**config.mk**
```make
export PLATFORM = sky130hd
export DESIGN_NAME = alu_seq_mdu
export DESIGN_NICKNAME = d
export VERILOG_FILES = /design/src/rtl/alu_seq_mdu.sv
export SDC_FILE = /design/constraint.sdc
export NUM_CORES = 1
export LEC_CHECK = 0
export BUFFER_PORTS_ARGS = -buffer_cell sky130_fd_sc_hd__buf_2
export CORE_AREA = 8 8 180 131
export CTS_BUF_LIST = sky130_fd_sc_hd__clkbuf_4
export CTS_CLUSTER_SIZE = 30
export DETAILED_ROUTE_END_ITERATION = 10
export DIE_AREA = 0 0 188 139
export PLACE_DENSITY = 0.8
export SLEW_MARGIN = 30
export SYNTH_ARGS = -nofsm -noshare
export SYNTH_HDL_FRONTEND = slang
export SYNTH_SLANG_ARGS = --single-unit
```
**constraint.sdc**
```tcl
create_clock -name clk -period 3.3 [get_ports clk]
set_input_delay 0.33 -clock clk [delete_from_list [all_inputs] [get_ports clk]]
set_output_delay 0.33 -clock clk [all_outputs]
set_load 0.005 [all_outputs]
```
**src/rtl/alu_seq_mdu.sv**
```systemverilog
// Multi-cycle unsigned MUL / DIVU sequencer that borrows the datapath ALU.
// One shift-add or restoring-divide step per cycle, WIDTH steps per operation.
module alu_seq_mdu #(
  parameter int unsigned WIDTH = 32,
  parameter int unsigned CNT_W = 5
) (
  input  logic             clk,
  input  logic             reset_n,
  input  logic             start,
  input  logic             op,
  input  logic [WIDTH-1:0] src_a,
  input  logic [WIDTH-1:0] src_b,
  output logic             busy,
  output logic             done,
  output logic [WIDTH-1:0] result_lo,
  output logic [WIDTH-1:0] result_hi,
  output logic [WIDTH-1:0] alu_a,
  output logic [WIDTH-1:0] alu_b,
  output logic [3:0]       alu_ctrl,
  input  logic [WIDTH-1:0] alu_result,
  input  logic             alu_zero
);

  localparam logic [3:0] CTRL_AND = 4'b0000;
  localparam logic [3:0] CTRL_OR  = 4'b0001;
  localparam logic [3:0] CTRL_ADD = 4'b0010;
  localparam logic [3:0] CTRL_SUB = 4'b1010;

  typedef enum logic [1:0] {S_IDLE, S_CHECK, S_RUN, S_DONE} state_t;

  state_t             r_state;
  state_t             w_state_nxt;
  logic               r_op;
  logic [WIDTH-1:0]   r_x;    // MUL: multiplicand, DIVU: dividend/quotient shift register
  logic [WIDTH-1:0]   r_y;    // MUL: multiplier,   DIVU: divisor
  logic [WIDTH-1:0]   r_acc;  // MUL: accumulator,  DIVU: partial remainder
  logic [CNT_W-1:0]   r_cnt;

  logic [WIDTH-1:0]   w_rem_sh;
  logic               w_ge;
  logic [WIDTH-1:0]   w_acc_nxt;
  logic [WIDTH-1:0]   w_x_nxt;
  logic [WIDTH-1:0]   w_y_nxt;

  // State register
  always_ff @(posedge clk or negedge reset_n) begin
    if (!reset_n) r_state <= S_IDLE;
    else          r_state <= w_state_nxt;
  end

  // Next-state logic
  always_comb begin
    w_state_nxt = r_state;
    case (r_state)
      S_IDLE:  if (start) w_state_nxt = S_CHECK;
      S_CHECK: w_state_nxt = (r_op && alu_zero) ? S_DONE : S_RUN;
      S_RUN:   if (r_cnt == CNT_W'(WIDTH - 1)) w_state_nxt = S_DONE;
      S_DONE:  w_state_nxt = S_IDLE;
      default: w_state_nxt = S_IDLE;
    endcase
  end

  // ALU drive per state
  always_comb begin
    alu_a    = '0;
    alu_b    = '0;
    alu_ctrl = CTRL_AND;
    case (r_state)
      S_CHECK: begin
        alu_a    = r_y;
        alu_ctrl = CTRL_OR;
      end
      S_RUN: begin
        if (r_op) begin
          alu_a    = w_rem_sh;
          alu_b    = r_y;
          alu_ctrl = CTRL_SUB;
        end else begin
          alu_a    = r_acc;
          alu_b    = r_x;
          alu_ctrl = CTRL_ADD;
        end
      end
      default: ;
    endcase
  end

  // One iteration step; the ge test recovers the borrow the ALU does not expose
  always_comb begin
    w_rem_sh = {r_acc[WIDTH-2:0], r_x[WIDTH-1]};
    w_ge     = r_acc[WIDTH-1] |
               ((w_rem_sh[WIDTH-1] == r_y[WIDTH-1]) ? ~alu_result[WIDTH-1] : w_rem_sh[WIDTH-1]);
    if (r_op) begin
      w_acc_nxt = w_ge ? alu_result : w_rem_sh;
      w_x_nxt   = {r_x[WIDTH-2:0], w_ge};
      w_y_nxt   = r_y;
    end else begin
      w_acc_nxt = r_y[0] ? alu_result : r_acc;
      w_x_nxt   = r_x << 1;
      w_y_nxt   = r_y >> 1;
    end
  end

  always_ff @(posedge clk or negedge reset_n) begin
    if (!reset_n) begin
      r_op      <= 1'b0;
      r_x       <= '0;
      r_y       <= '0;
      r_acc     <= '0;
      r_cnt     <= '0;
      busy      <= 1'b0;
      done      <= 1'b0;
      result_lo <= '0;
      result_hi <= '0;
    end else begin
      busy <= (w_state_nxt == S_CHECK) || (w_state_nxt == S_RUN);
      done <= (w_state_nxt == S_DONE);
      case (r_state)
        S_IDLE: if (start) begin
          r_op <= op;
          r_x  <= src_a;
          r_y  <= src_b;
        end
        S_CHECK: begin
          r_acc <= '0;
          r_cnt <= '0;
        end
        S_RUN: begin
          r_acc <= w_acc_nxt;
          r_x   <= w_x_nxt;
          r_y   <= w_y_nxt;
          r_cnt <= r_cnt + CNT_W'(1);
        end
        default: ;
      endcase
      // Results change only on entry to DONE
      if (w_state_nxt == S_DONE) begin
        if (r_state == S_CHECK) begin
          result_lo <= '1;
          result_hi <= r_x;
        end else if (r_op) begin
          result_lo <= w_x_nxt;
          result_hi <= w_acc_nxt;
        end else begin
          result_lo <= w_acc_nxt;
          result_hi <= '0;
        end
      end
    end
  end

endmodule
```
==> results of run 1 <==
-- cells in the final DEF (no fill, tap or decap), types with 3 or more instances in the layout --
cell type	n
buf_2	232
dfrtp_1	168
mux2i_1	155
mux2_2	89
nor3_1	73
o21ai_0	72
nand2_1	68
nor2_1	67
a21oi_1	56
and2_1	34
nand3_1	34
o221a_1	30
nor4bb_1	28
buf_4	23
nand2b_1	21
o311ai_1	19
clkbuf_4	19
nor2b_1	14
a31oi_1	13
o211ai_1	10
nand4_1	10
mux2_4	10
inv_1	9
diode_2	5
and3_1	3
or3_1	3
o311a_1	3
clkinv_4	3
bufinv_16	3
buf_12	3
-- registers in the layout, summed over array words and instances (netlist names) --
name and flops:
r_acc 32, r_x 32, result_lo 32, r_op 1
r_cnt 5, busy 1, r_y 32, done 1
result_hi 32, r_state 2
-- power groups by stage --
stage          clock (mW)  sequential [mW]  combinational, mW
2_1_floorplan           0             3.72               6.63
3_3_place_gp            0             4.23               8.24
3_5_place_dp            0             4.27               8.48
4_1_cts              1.31             4.23               8.50
5_1_grt              1.41             4.39               9.32
6_report             1.28             4.30               8.55
-- routing by layer --
metal | global-route usage [%] | vias to the layer above | share of wire, %
li1 | - | 4497 | -
met1 | 39.3 | 4858 | 44
met2 | 36.5 | 595 | 41
met3 | 11.4 | 33 | 15
met4 | 5.25 | 4 | 0.78
met5 | 0 | - | 0.069
-- through the flow --
step,setup WS [ns],instances
floorplan,0.793,1141
global placement,0.626,1564
detailed placement,0.465,1564
CTS,0.272,1596
global route,0.0371,1601
finish,0.226,1602
-- tightest hold or removal path, stage by stage --
cell and delay, ns:
buf_2 0.08, mux2i_1 0.05, o21ai_0 0.13
-- cells in the mapped netlist, types with 2 or more instances --
cell      number
a21oi_1       56
mux2_2        89
mux2i_1      155
and3_1         3
o311ai_1      19
dfrtp_1      170
a211oi_1       2
and2_1        34
o211ai_1      10
nor2_1        67
buf_2         40
nor3_1        73
a31oi_1       13
o21ai_0       72
o221a_1       30
nand2b_1      21
or3_1          3
ha_1           6
nand4_1       10
nor2b_1       15
clkbuf_1      35
nand2_1       68
nor4bb_1      28
inv_1         10
nand3_1       34
buf_4         27
mux2_4        10
o311a_1        3
buf_6         14
-- kinds of logic after synthesis --
kind of cell	count (synthesis)	share of synthesized area, %
AND/OR/NAND/NOR	361	17.1
multiplexers	255	24.2
AO/OA/AOI/OAI	220	13.6
flip-flops	170	37.8
buffers and inverters	128	6.56
adder cells (fa/ha/maj)	6	0.668
other	1	0.0333
-- repair_timing --
| item | CTS | global route |
|---|---|---|
| hold buffers | 2 | 0 |
| buffers inserted | 0 | 0 |
| hold endpoints to repair | 53 | 0 |
-- area by class of cell --
cell class,count,share of cell area [%]
well taps,282,2.78
flip-flops and latches,170,33.6
inverters,10,0.296
clock buffers,19,1.12
clock inverters,11,1.17
multi-input cells,843,49.6
repair buffers,262,11.4
diodes,5,0.0986
-- worst min path at each step --
stage | endpoint | slack (ns) | cells after the start
6_report | r_x[7] | 0.04 | 3
5_1_grt | r_x[27] | 0.01 | 3
4_1_cts | r_x[6] | 0.008 | 3
3_5_place_dp | r_y[5] | 0.34 | 1
3_3_place_gp | r_y[5] | 0.33 | 1
2_1_floorplan | busy | 0.03 | 0
==> flow_summary.toml, run 1 <==
[setup_path]
worstSetupPathType = "flop to primary output"
critPathSlowestCell = "buf_4"
endpoint_kind = "primary output"
cp.buffers_inverters = 3
r2r-end = "result_hi[0]"
path_cells = "inv_1 > ha_2 > buf_4 > nand2_1 > o21ai_0 > and2_1 > buf_2"
cp-startpoint = "r_state[1]"
reg2reg_depth = 10
crit_arrival_ns = 2.74
cp_top_family = "buffers and inverters"
cp_num_cells = 7
crit_end = "alu_a[31]"
slowest_delay_ns = 0.52
path_max_fanout = 44
cp.required_ns = 2.97
timing.rr.start = "r_state[1]"
rrSetupSlack_ns = 0.37
start_kind = "flop"

[logic_synthesis]
synth_flop_cell = "dfrtp_1"
ys_warn_count = 0
avgSynthCellArea_um2 = 9.85
yosysSeqAreaShare_pct = 37.8
yosysUniqueCellTypes = 53
synth_top_area_share_pct = 37.8
syn_nets = 1248
ys_ff_latch = 170
synthArstFlopShare_pct = 100
netlist_area_mm2 = 0.0112
synthCells = 1141
synth_top_cell_by_area = "dfrtp_1"
synth_edf_count = 0
ys_top_cells_by_area = "dfrtp_1 38%, mux2i_1 14%, mux2_2 8.9%, nor3_1 3.2%, o21ai_0 3.2%"

[global_routing]
grtUsageTotal_pct = 27.0
grt_pass1_wl_um = 56800
grt_start_max_net_pins = 99
grt-ovfl-total = 0
first_global_vias = 9543
antenna_found_initial = 6

[clock_tree]
clock_latency_ns = 0.57
ctsResizeCount = 0
tritoncts = "done"
numClockSinks = 170
cts-htree-levels = 4
cts_root_buf = "clkbuf_4"
clk_pin_slew_worst_paths_ns = 0.14
cts_buffers = 17
clockBufferDepth = 2

[power_and_ir_drop]
p_leak_nw = 5.89
ir_drop_uv = 592
powerDensity_mw_per_mm2 = 1110
seqPwrFrac_pct = 30.4
p_sw_share_pct = 46.9
pwr-share-clk_pct = 9.1
power_mw = 14.1
p_comb_share_pct = 60.5
internal-power_mw = 7.51
p_sw_mw = 6.64

[detailed_routing]
drt-pass1-iter-count = 5
via_per_inst = 6.23
wl_per_cell_um = 22.7
drtIter0Drc = 1208
final_antenna_net_count = 0
drc = 0
totalWireLength_um = 36400
num_vias = 9987

[sta]
period_needed_ns = 3.07
finClkSkew_ns = 0.0241
max_freq_ghz = 0.325
hold_violations = 0
rsz0062_at_grt = "no"
slew_headroom_pct = 54.8
fin_crit_sh_pct = 93.2
maxSlewViolCount = 0
worst_pin_slew_ns = 0.679
whs_ns = 0.0386
setup_violations = 0
setup-tns-final_ns = 0

[die]
die-area_mm2 = 0.0261
initial_core_util_pct = 53.5
io-pin-count = 235
die_x_um = 188
num_rows = 45
die_h_um = 139
core_area_mm2 = 0.0210

[finish]
ff_latch_area_mm2 = 0.00426
fin_area_mm2 = 0.0127
drive_above_1_share_pct = 31.0
area_delta_synth_final_pct = 12.8
finalNetCount = 1411
multi_input_area_mm2 = 0.00629
final_util_pct = 60.4
fillers = 1771

[place]
gp_congestion = 0.859
post-dp-hpwl_um = 25600
placed_area_mm2 = 0.0123
portBuffers = 233

[flow_run]
maxCapViolCount = 0

[run_status]
status = "finished, final reports clean"

[min_path]
worstHoldStart = "src_a[7]"
hp-class = "primary input to flop"
(Power assumes the default switching activity.)
==> inputs of run 2 (changes only) <==
--- a/config.mk
+++ b/config.mk
@@ -12,6 +12,7 @@
 export DETAILED_ROUTE_END_ITERATION = 10
 export DIE_AREA = 0 0 188 139
 export PLACE_DENSITY = 0.8
+export SKIP_LAST_GASP = 1
 export SLEW_MARGIN = 30
 export SYNTH_ARGS = -nofsm -noshare
 export SYNTH_HDL_FRONTEND = slang
==> constraint.sdc (replaced) <==
create_clock -name clk -period 3.75 [get_ports clk]
set_input_delay 0.75 -clock clk [delete_from_list [all_inputs] [get_ports clk]]
set_output_delay 0.75 -clock clk [all_outputs]
set_load 0.005 [all_outputs]
==> run 2 against run 1 <==
Routed wire length is 2.5% higher. Final area is 0.54% lower. Clock-buffer cell count is 1 lower. Critical path type unchanged. Largest cell class unchanged.
==> flow_summary.toml, run 2 (synthesis results as in run 1) <==
[run_status]
status = "finished, final reports clean"

[setup_path]
critPathSlowestCell = "buf_4"
worstSetupPathType = "flop to primary output"
path_max_fanout = 63
timing.rr.start = "r_state[1]"
crit_arrival_ns = 2.73
start_kind = "flop"
slowest_delay_ns = 0.66
reg2reg_depth = 8
cp.required_ns = 3.00
rrSetupSlack_ns = 0.70
r2r-end = "result_hi[10]"
endpoint_kind = "primary output"
path_cells = "inv_1 > ha_2 > buf_4 > nand2_1 > o21ai_0 > and2_1 > buf_2"

[detailed_routing]
final_antenna_net_count = 0
drt-pass1-iter-count = 5
via_per_inst = 6.43
wl_per_cell_um = 23.4
drc = 0
drtIter0Drc = 1276
num_vias = 10266
totalWireLength_um = 37300

[die]
initial_core_util_pct = 53.5
num_rows = 45
core_area_mm2 = 0.0210
die_x_um = 188
die-area_mm2 = 0.0261
io-pin-count = 235
die_h_um = 139

[sta]
hold_violations = 0
setup-tns-final_ns = 0
worst_pin_slew_ns = 1.04
rsz0062_at_grt = "no"
finClkSkew_ns = 0.0311
fin_crit_sh_pct = 92.7
setup_violations = 0
max_freq_ghz = 0.288
maxSlewViolCount = 0
slew_headroom_pct = 30.1
period_needed_ns = 3.48

[finish]
drive_above_1_share_pct = 30.8
fin_area_mm2 = 0.0126
fillers = 1798
final_cell_mix = "232 x buf_2, 168 x dfrtp_1, 155 x mux2i_1"
final_common_cell = "buf_2"
finalNetCount = 1403
area_delta_synth_final_pct = 12.2
multi_input_area_mm2 = 0.00629
ff_latch_area_mm2 = 0.00426

[global_routing]
first_global_vias = 9800
grt_pass1_wl_um = 57700
grtUsageTotal_pct = 27.4
grt_start_max_net_pins = 81
grt-ovfl-total = 0
antenna_found_initial = 10

[place]
post-dp-hpwl_um = 25500
placed_area_mm2 = 0.0123
portBuffers = 233
gp_congestion = 0.876

[clock_tree]
cts-htree-levels = 4
cts_buffers = 17
tritoncts = "done"
cts_root_buf = "clkbuf_4"
clockBufferDepth = 2
ctsResizeCount = 0
numClockSinks = 170
clk_pin_slew_worst_paths_ns = 0.15
cts_hold_buf = 0
clock_latency_ns = 0.62
cts_setup_buffers = 0

[flow_run]
maxCapViolCount = 0

[power_and_ir_drop]
p_leak_nw = 5.85
powerDensity_mw_per_mm2 = 990
power_mw = 12.5
ir_drop_uv = 646

[min_path]
hp-class = "primary input to asynchronous set/reset pin"
## run 2: how the worst max path moves through the flow
stage / startpoint / end / slack [ns]
6_report: r_state[1] / alu_a[0] / 0.27
5_1_grt: r_state[1] / alu_a[0] / 0.11
4_1_cts: r_state[1] / alu_a[0] / 0.27
3_5_place_dp: alu_zero / result_hi[10] / 0.78
3_3_place_gp: r_state[0] / alu_a[0] / 0.82
2_1_floorplan: r_state[0] / result_hi[23] / 1.24
## run 2: stage by stage
stage	setup slack (ns)	hold WS (ns)	util (%)	std cells
after floorplan	1.24	0.454	-	1141
after global placement	0.820	0.491	58.6	1559
after detailed placement	0.779	0.504	58.6	1559
after CTS	0.271	0.100	60.0	1591
after global routing	0.113	0.119	60.1	1596
final	0.274	0.0947	60.1	1596
## run 2: routing by layer
metal | global-route usage (%) | part of all wire, %
met1 | 40.0 | 44
met2 | 37.2 | 41
met3 | 10.5 | 13
met4 | 6.37 | 1.4
met5 | 0 | 0.23
## run 2: area by class of cell
cell class	count	area share, %
clock inverters	14	1.35
repair buffers	254	10.7
inverters	10	0.317
well taps	282	2.80
multi-input cells	843	49.9
diodes	5	0.0992
clock buffers	18	1.07
flip-flops and latches	170	33.8
## run 2: critical path, delay by kind of cell (launching register included)
family	cells	cell delay, ns
AND/OR/NAND/NOR	2	0.30
buffers and inverters	3	0.91
AO/OA/AOI/OAI	1	0.16
adder cells (fa/ha/maj)	1	0.30
flip-flops	1	0.44
## run 2: report_power, final
part / internal [mW] / switching [mW] / leakage, nW / total [mW]
sequential: 2.66 / 1.19 / 2.10 / 3.84
combinational: 3.41 / 4.05 / 3.59 / 7.47
clock: 0.472 / 0.713 / 0.158 / 1.18
